`src/rtl/req_queue4_pkg.sv`:
```
// Shared types for the four-requester queue: requester index, queue entry,
// and the grant-shape helper used by the legality check.
package req_queue4_pkg;

  localparam int NUM_REQ = 4;
  localparam int ENTRY_W = 8;

  typedef logic [1:0] req_idx_t;

  typedef struct packed {
    logic [ENTRY_W-1:0] data;
    req_idx_t           src;
  } q_entry_t;

  // True when more than one grant bit is set.
  function automatic logic gnt_multi_hot(input logic [NUM_REQ-1:0] g);
    logic [NUM_REQ-1:0] one;
    one = {{(NUM_REQ-1){1'b0}}, 1'b1};
    return (g & (g - one)) != '0;
  endfunction

endpackage

```
`src/rtl/req_fifo.sv`:
```
// Single-requester FIFO. The caller only pushes when not full and only pops
// when not empty; head is the current read-pointer entry.
module req_fifo #(
  parameter int WIDTH = 8,
  parameter int DEPTH = 4
) (
  input  logic             i_clk,
  input  logic             i_rst_n,
  input  logic             i_push,
  input  logic [WIDTH-1:0] i_data,
  input  logic             i_pop,
  output logic             o_full,
  output logic             o_empty,
  output logic [WIDTH-1:0] o_head
);

  localparam int PW = $clog2(DEPTH);

  logic [WIDTH-1:0] r_mem [DEPTH];
  logic [PW-1:0]    r_wr_ptr;
  logic [PW-1:0]    r_rd_ptr;
  logic [PW:0]      r_count;

  // Storage is deliberately left out of reset; only pointers and count clear.
  always_ff @(posedge i_clk) begin
    if (i_push) r_mem[r_wr_ptr] <= i_data;
  end

  always_ff @(posedge i_clk or negedge i_rst_n) begin
    if (!i_rst_n) begin
      r_wr_ptr <= '0;
      r_rd_ptr <= '0;
      r_count  <= '0;
    end else begin
      if (i_push) r_wr_ptr <= r_wr_ptr + PW'(1);
      if (i_pop)  r_rd_ptr <= r_rd_ptr + PW'(1);
      case ({i_push, i_pop})
        2'b10:   r_count <= r_count + (PW+1)'(1);
        2'b01:   r_count <= r_count - (PW+1)'(1);
        default: r_count <= r_count;
      endcase
    end
  end

  assign o_full  = (r_count == (PW+1)'(DEPTH));
  assign o_empty = (r_count == '0);
  assign o_head  = r_mem[r_rd_ptr];

endmodule

```
`src/rtl/req_queue4.sv`:
```
// Four per-requester FIFOs feeding a single output register through an
// external arbiter; illegal grants are ignored and latched in o_gnt_err.
module req_queue4
  import req_queue4_pkg::*;
#(
  parameter int WIDTH = 8,
  parameter int DEPTH = 4
) (
  input  logic                            i_clk,
  input  logic                            i_rst_n,
  input  logic [NUM_REQ-1:0]              i_push_valid,
  input  logic [NUM_REQ-1:0][WIDTH-1:0]   i_push_data,
  output logic [NUM_REQ-1:0]              o_push_ready,
  input  logic                            i_en,
  output logic [NUM_REQ-1:0]              o_req,
  input  logic [NUM_REQ-1:0]              i_gnt,
  output logic                            o_out_valid,
  output logic [WIDTH-1:0]                o_out_data,
  output logic [1:0]                      o_out_src,
  input  logic                            i_out_ready,
  output logic                            o_gnt_err
);

  logic [NUM_REQ-1:0]            w_full;
  logic [NUM_REQ-1:0]            w_empty;
  logic [NUM_REQ-1:0]            w_push;
  logic [NUM_REQ-1:0]            w_pop;
  logic [NUM_REQ-1:0][WIDTH-1:0] w_head;
  logic                          w_can_load;
  logic                          w_gnt_illegal;
  logic                          w_pop_any;
  req_idx_t                      w_pop_idx;
  logic [WIDTH-1:0]              w_pop_data;

  logic                          r_out_valid;
  logic [WIDTH-1:0]              r_out_data;
  req_idx_t                      r_out_src;
  logic                          r_gnt_err;

  genvar gi;
  generate
    for (gi = 0; gi < NUM_REQ; gi++) begin : g_fifo
      req_fifo #(.WIDTH(WIDTH), .DEPTH(DEPTH)) u_fifo (
        .i_clk   (i_clk),
        .i_rst_n (i_rst_n),
        .i_push  (w_push[gi]),
        .i_data  (i_push_data[gi]),
        .i_pop   (w_pop[gi]),
        .o_full  (w_full[gi]),
        .o_empty (w_empty[gi]),
        .o_head  (w_head[gi])
      );
    end
  endgenerate

  // Requests come only from FIFO occupancy registers, never from push inputs.
  assign w_can_load   = !r_out_valid || i_out_ready;
  assign o_req        = ~w_empty & {NUM_REQ{i_en && w_can_load}};
  assign o_push_ready = ~w_full;
  assign w_push       = i_push_valid & ~w_full;

  assign w_gnt_illegal = gnt_multi_hot(i_gnt) || ((i_gnt & ~o_req) != '0);
  assign w_pop         = w_gnt_illegal ? '0 : (i_gnt & o_req);
  assign w_pop_any     = |w_pop;

  always_comb begin
    w_pop_idx  = '0;
    w_pop_data = '0;
    for (int k = 0; k < NUM_REQ; k++) begin
      if (w_pop[k]) begin
        w_pop_idx  = req_idx_t'(k);
        w_pop_data = w_head[k];
      end
    end
  end

  always_ff @(posedge i_clk or negedge i_rst_n) begin
    if (!i_rst_n) begin
      r_out_valid <= 1'b0;
      r_out_data  <= '0;
      r_out_src   <= '0;
      r_gnt_err   <= 1'b0;
    end else begin
      if (w_pop_any) begin
        r_out_valid <= 1'b1;
        r_out_data  <= w_pop_data;
        r_out_src   <= w_pop_idx;
      end else if (i_out_ready) begin
        r_out_valid <= 1'b0;
      end
      if (w_gnt_illegal) r_gnt_err <= 1'b1;
    end
  end

  assign o_out_valid = r_out_valid;
  assign o_out_data  = r_out_data;
  assign o_out_src   = r_out_src;
  assign o_gnt_err   = r_gnt_err;

endmodule

```
`config.mk`:
```
export PLATFORM = sky130hd
export DESIGN_NAME = req_queue4
export DESIGN_NICKNAME = d
export VERILOG_FILES = /design/src/rtl/req_queue4_pkg.sv /design/src/rtl/req_fifo.sv /design/src/rtl/req_queue4.sv
export SDC_FILE = /design/constraint.sdc
export NUM_CORES = 1
export LEC_CHECK = 0
export ABC_AREA = 1
export CAP_MARGIN = 20
export CORE_ASPECT_RATIO = 0.8
export CORE_MARGIN = 2
export CORE_UTILIZATION = 57
export CTS_CLUSTER_SIZE = 8
export DETAILED_ROUTE_END_ITERATION = 10
export GPL_ROUTABILITY_DRIVEN = 0
export MAX_ROUTING_LAYER = met4
export PLACE_DENSITY = 0.79
export SYNTH_ARGS = -nofsm -noshare
export SYNTH_HDL_FRONTEND = slang
export SYNTH_SLANG_ARGS = --single-unit
export TNS_END_PERCENT = 5
```
`constraint.sdc`:
```
create_clock -name i_clk -period 3.11 [get_ports i_clk]
set_input_delay 0.622 -clock i_clk [delete_from_list [all_inputs] [get_ports i_clk]]
set_output_delay 0.622 -clock i_clk [all_outputs]
set_load 0.01 [all_outputs]
```
==> results.yml <==
run_status:
  status: "finished, final reports clean"
cells_and_area:
  n_antenna_cell: 0
  fin_nets: 766
  fillers: 848
  drive_above_1_share: 0.0956
  seq_area_um2: 4840
  synthToLayoutAreaGrowth_pct: 19.6
  multi_input_area_um2: 2030
  final_cell_area_um2: 8670
routing:
  num_vias: 4882
  post_drt_via_cell_ratio: 5.54
  drc: 0
  final_antenna_net_count: 0
  first_iter_violations: 529
  wl_per_cell_um: 17.5
  dr.pass1.iters: 6
  wirelength_um: 15500
worst_setup_path:
  rr_endpoint: "g_fifo[2].u_fifo.r_count[2]"
  startpoint_type: "input pin"
  critPathTopFamily: "buffers and inverters"
  end_kind: "output port"
  rrSetupSlack_ns: 0.56
  worstPathCellList: "clkdlybuf4s50_1, inv_1, a21oi_4, nand2_1, buf_4, inv_1, clkdlybuf4s50_1"
  worst_path_max_delay_cell: "clkdlybuf4s50_1"
  crit_path_end: "o_req[0]"
  cpPeakStageDelay_ns: 0.53
  critPathLaunch: "i_out_ready"
  crit_required_ns: 2.49
  rr_startpoint: "o_out_valid"
  cp_max_fo: 5
  cp_num_buf_inv: 5
  arrival_ns: 2.25
  crit_cells: 7
  criticalPathCategory: "in -> out"
  r2r_cells: 14
grt:
  grt_start_max_net_pins: 41
  grt_pass1_vias: 4835
  antenna_found_initial: 0
  grt_first_pass_wirelength_um: 24100
  track_usage: 0.244
  overflow: 0
worst_hold_path:
  min_path_type: "in -> async"
sta:
  maxSlewViolCount: 0
  tightest_slew_ns: 0.946
  setup_viol: 0
  tns_ns: 0
  max_slew_margin: 0.369
  fin_skew_ns: 0.00541
  hold_viol_final: 0
  fin_crit_sh: 0.922
  rsz0062_at_grt: "no"
  period_minus_slack_ns: 2.87
  max_freq_ghz: 0.349
cts:
  cts_resized: 0
  cts_tree: "yes"
  htreeDepth: 4
  post_cts_buffers: 0
  cts.hold.buffers_added: 0
  cts_buffer_depth: 2
  cts_buffers: 17
  insertion_delay_ns: 0.42
  clock_sink_count: 168
  root_buffer: "clkbuf_16"
  clk_pin_slew_ns: 0.06
yosys:
  synth_top_area_frac: 0.530
  synth_area_leader_cell: "edfxtp_1"
  synth_common_cells: "128 x edfxtp_1, 90 x nor2_1, 67 x o21ai_0"
  synth_nets: 685
  yosysMostFrequentCell: "edfxtp_1"
  synthDistinctLibCells: 29
  synth_edf_count: 128
  synth_area_leaders: "edfxtp_1 53%, dfrtp_1 14%, nor2_1 4.7%, o21ai_0 4.6%, ha_1 3.5%"
  ys.flop_type: "edfxtp_1"
  async_flop_share: 0.238
  syn_area_um2: 7250
  synth_warnings: 0
  ys_ff_latch: 168
  syn_avg_cell_area_um2: 11.8
  synth_cells: 617
  synth-seq-area-share: 0.668
placed_design:
  hpwl_um: 10600
  io_buffers: 63
  place_area_um2: 8100
floorplanning:
  fp.coreArea_um2: 12300
  num_rows: 36
  fp.dieW_um: 130
  ioPinCount: 64
  start_util: 0.590
  dieArea_um2: 13600
  fp.dieH_um: 105
power:
  power_density_nw_per_um2: 898
  power_uw: 7790
  p_switching_uw: 2650
  internal-power_uw: 5140
  comb_power_share: 0.298
  p_leak_uw: 0.00339
  irDropWorstVdd_uv: 599
  p_clk_frac: 0.262
  swShare: 0.340
  pwr-share-seq: 0.440
run:
  max_cap_violations: 0
## flip-flops by register name, indices dropped and copies added, names as in the netlist
register,count
g_fifo.u_fifo.r_mem,128
g_fifo.u_fifo.r_count,12
g_fifo.u_fifo.r_rd_ptr,8
g_fifo.u_fifo.r_wr_ptr,8
o_out_data,8
o_out_src,2
o_gnt_err,1
o_out_valid,1
## stage by stage
step                      hold slack [ns]  worst slack, ns  utilization  instances
after floorplan                     0.326            0.550            -        617
after global placement              0.459           0.0536        0.659        850
after detailed placement            0.479          -0.0563        0.659        850
after CTS                           0.367            0.262        0.705        882
after global routing                0.403            0.130        0.705        882
final                               0.337            0.243        0.705        882
## how the worst min path moves through the flow
| stage | slack (ns) | cells past startpoint | to | from |
|---|---|---|---|---|
| final | 0.34 | 1 | g_fifo[1].u_fifo.r_wr_ptr[1] | i_rst_n |
| after global routing | 0.40 | 1 | g_fifo[1].u_fifo.r_wr_ptr[1] | i_rst_n |
| after detailed placement | 0.48 | 2 | o_out_src[1] | o_out_src[1] |
| after floorplan | 0.33 | 0 | g_fifo[0].u_fifo.r_count[0] | i_rst_n |
| after CTS | 0.37 | 1 | g_fifo[1].u_fifo.r_wr_ptr[1] | i_rst_n |
| after global placement | 0.46 | 2 | o_out_src[1] | o_out_src[1] |
## cells in the final DEF, fill, tap and decap left out, drive strengths merged
| cell | count |
|---|---|
| nand3 | 33 |
| nand4 | 16 |
| o211ai | 2 |
| a32o | 3 |
| a21oi | 14 |
| clkdlybuf4s50 | 62 |
| dfrtp | 40 |
| nand2 | 54 |
| clkinv | 10 |
| o22ai | 29 |
| o21ai | 68 |
| xor2 | 13 |
| edfxtp | 128 |
| clkbuf | 19 |
| ha | 20 |
| nor2 | 101 |
| or2 | 1 |
| bufinv | 3 |
| xnor2 | 4 |
| buf | 19 |
| fa | 4 |
| inv | 67 |
| clkinvlp | 1 |
## kinds of logic after synthesis
family,count (synthesis),synth area share
adders and majority gates,24,0.0455
buffers and inverters,87,0.0523
DFF,168,0.668
and+or+nand+nor,205,0.124
AOI/OAI and AO/OA,116,0.0901
xor gates and xnor gates,17,0.0205
## cell type report
class                      instances  share of cell area
sequential                       168               0.559
multi-input combinational        362               0.234
timing repair buffer              81              0.0877
clock buffer                      19              0.0499
inverter                          68              0.0294
tap                              171              0.0247
clock inverter                    13              0.0156
## metal layers
layer,routed length [um],track usage,vias up
li1,-,-,2316
met1,6710,0.327,2359
met2,7450,0.367,185
met3,1100,0.0727,22
met4,211,0.0722,0
met5,0,-,-
## power by group through the flow
stage | logic [uW] | registers [uW] | clock network [uW]
2_1_floorplan | 1550 | 3300 | 0
3_3_place_gp | 2190 | 3430 | 0
3_5_place_dp | 2300 | 3460 | 0
4_1_cts | 2330 | 3430 | 2060
5_1_grt | 2590 | 3500 | 2150
6_report | 2320 | 3430 | 2040
Power figures use the tool's default switching activity.
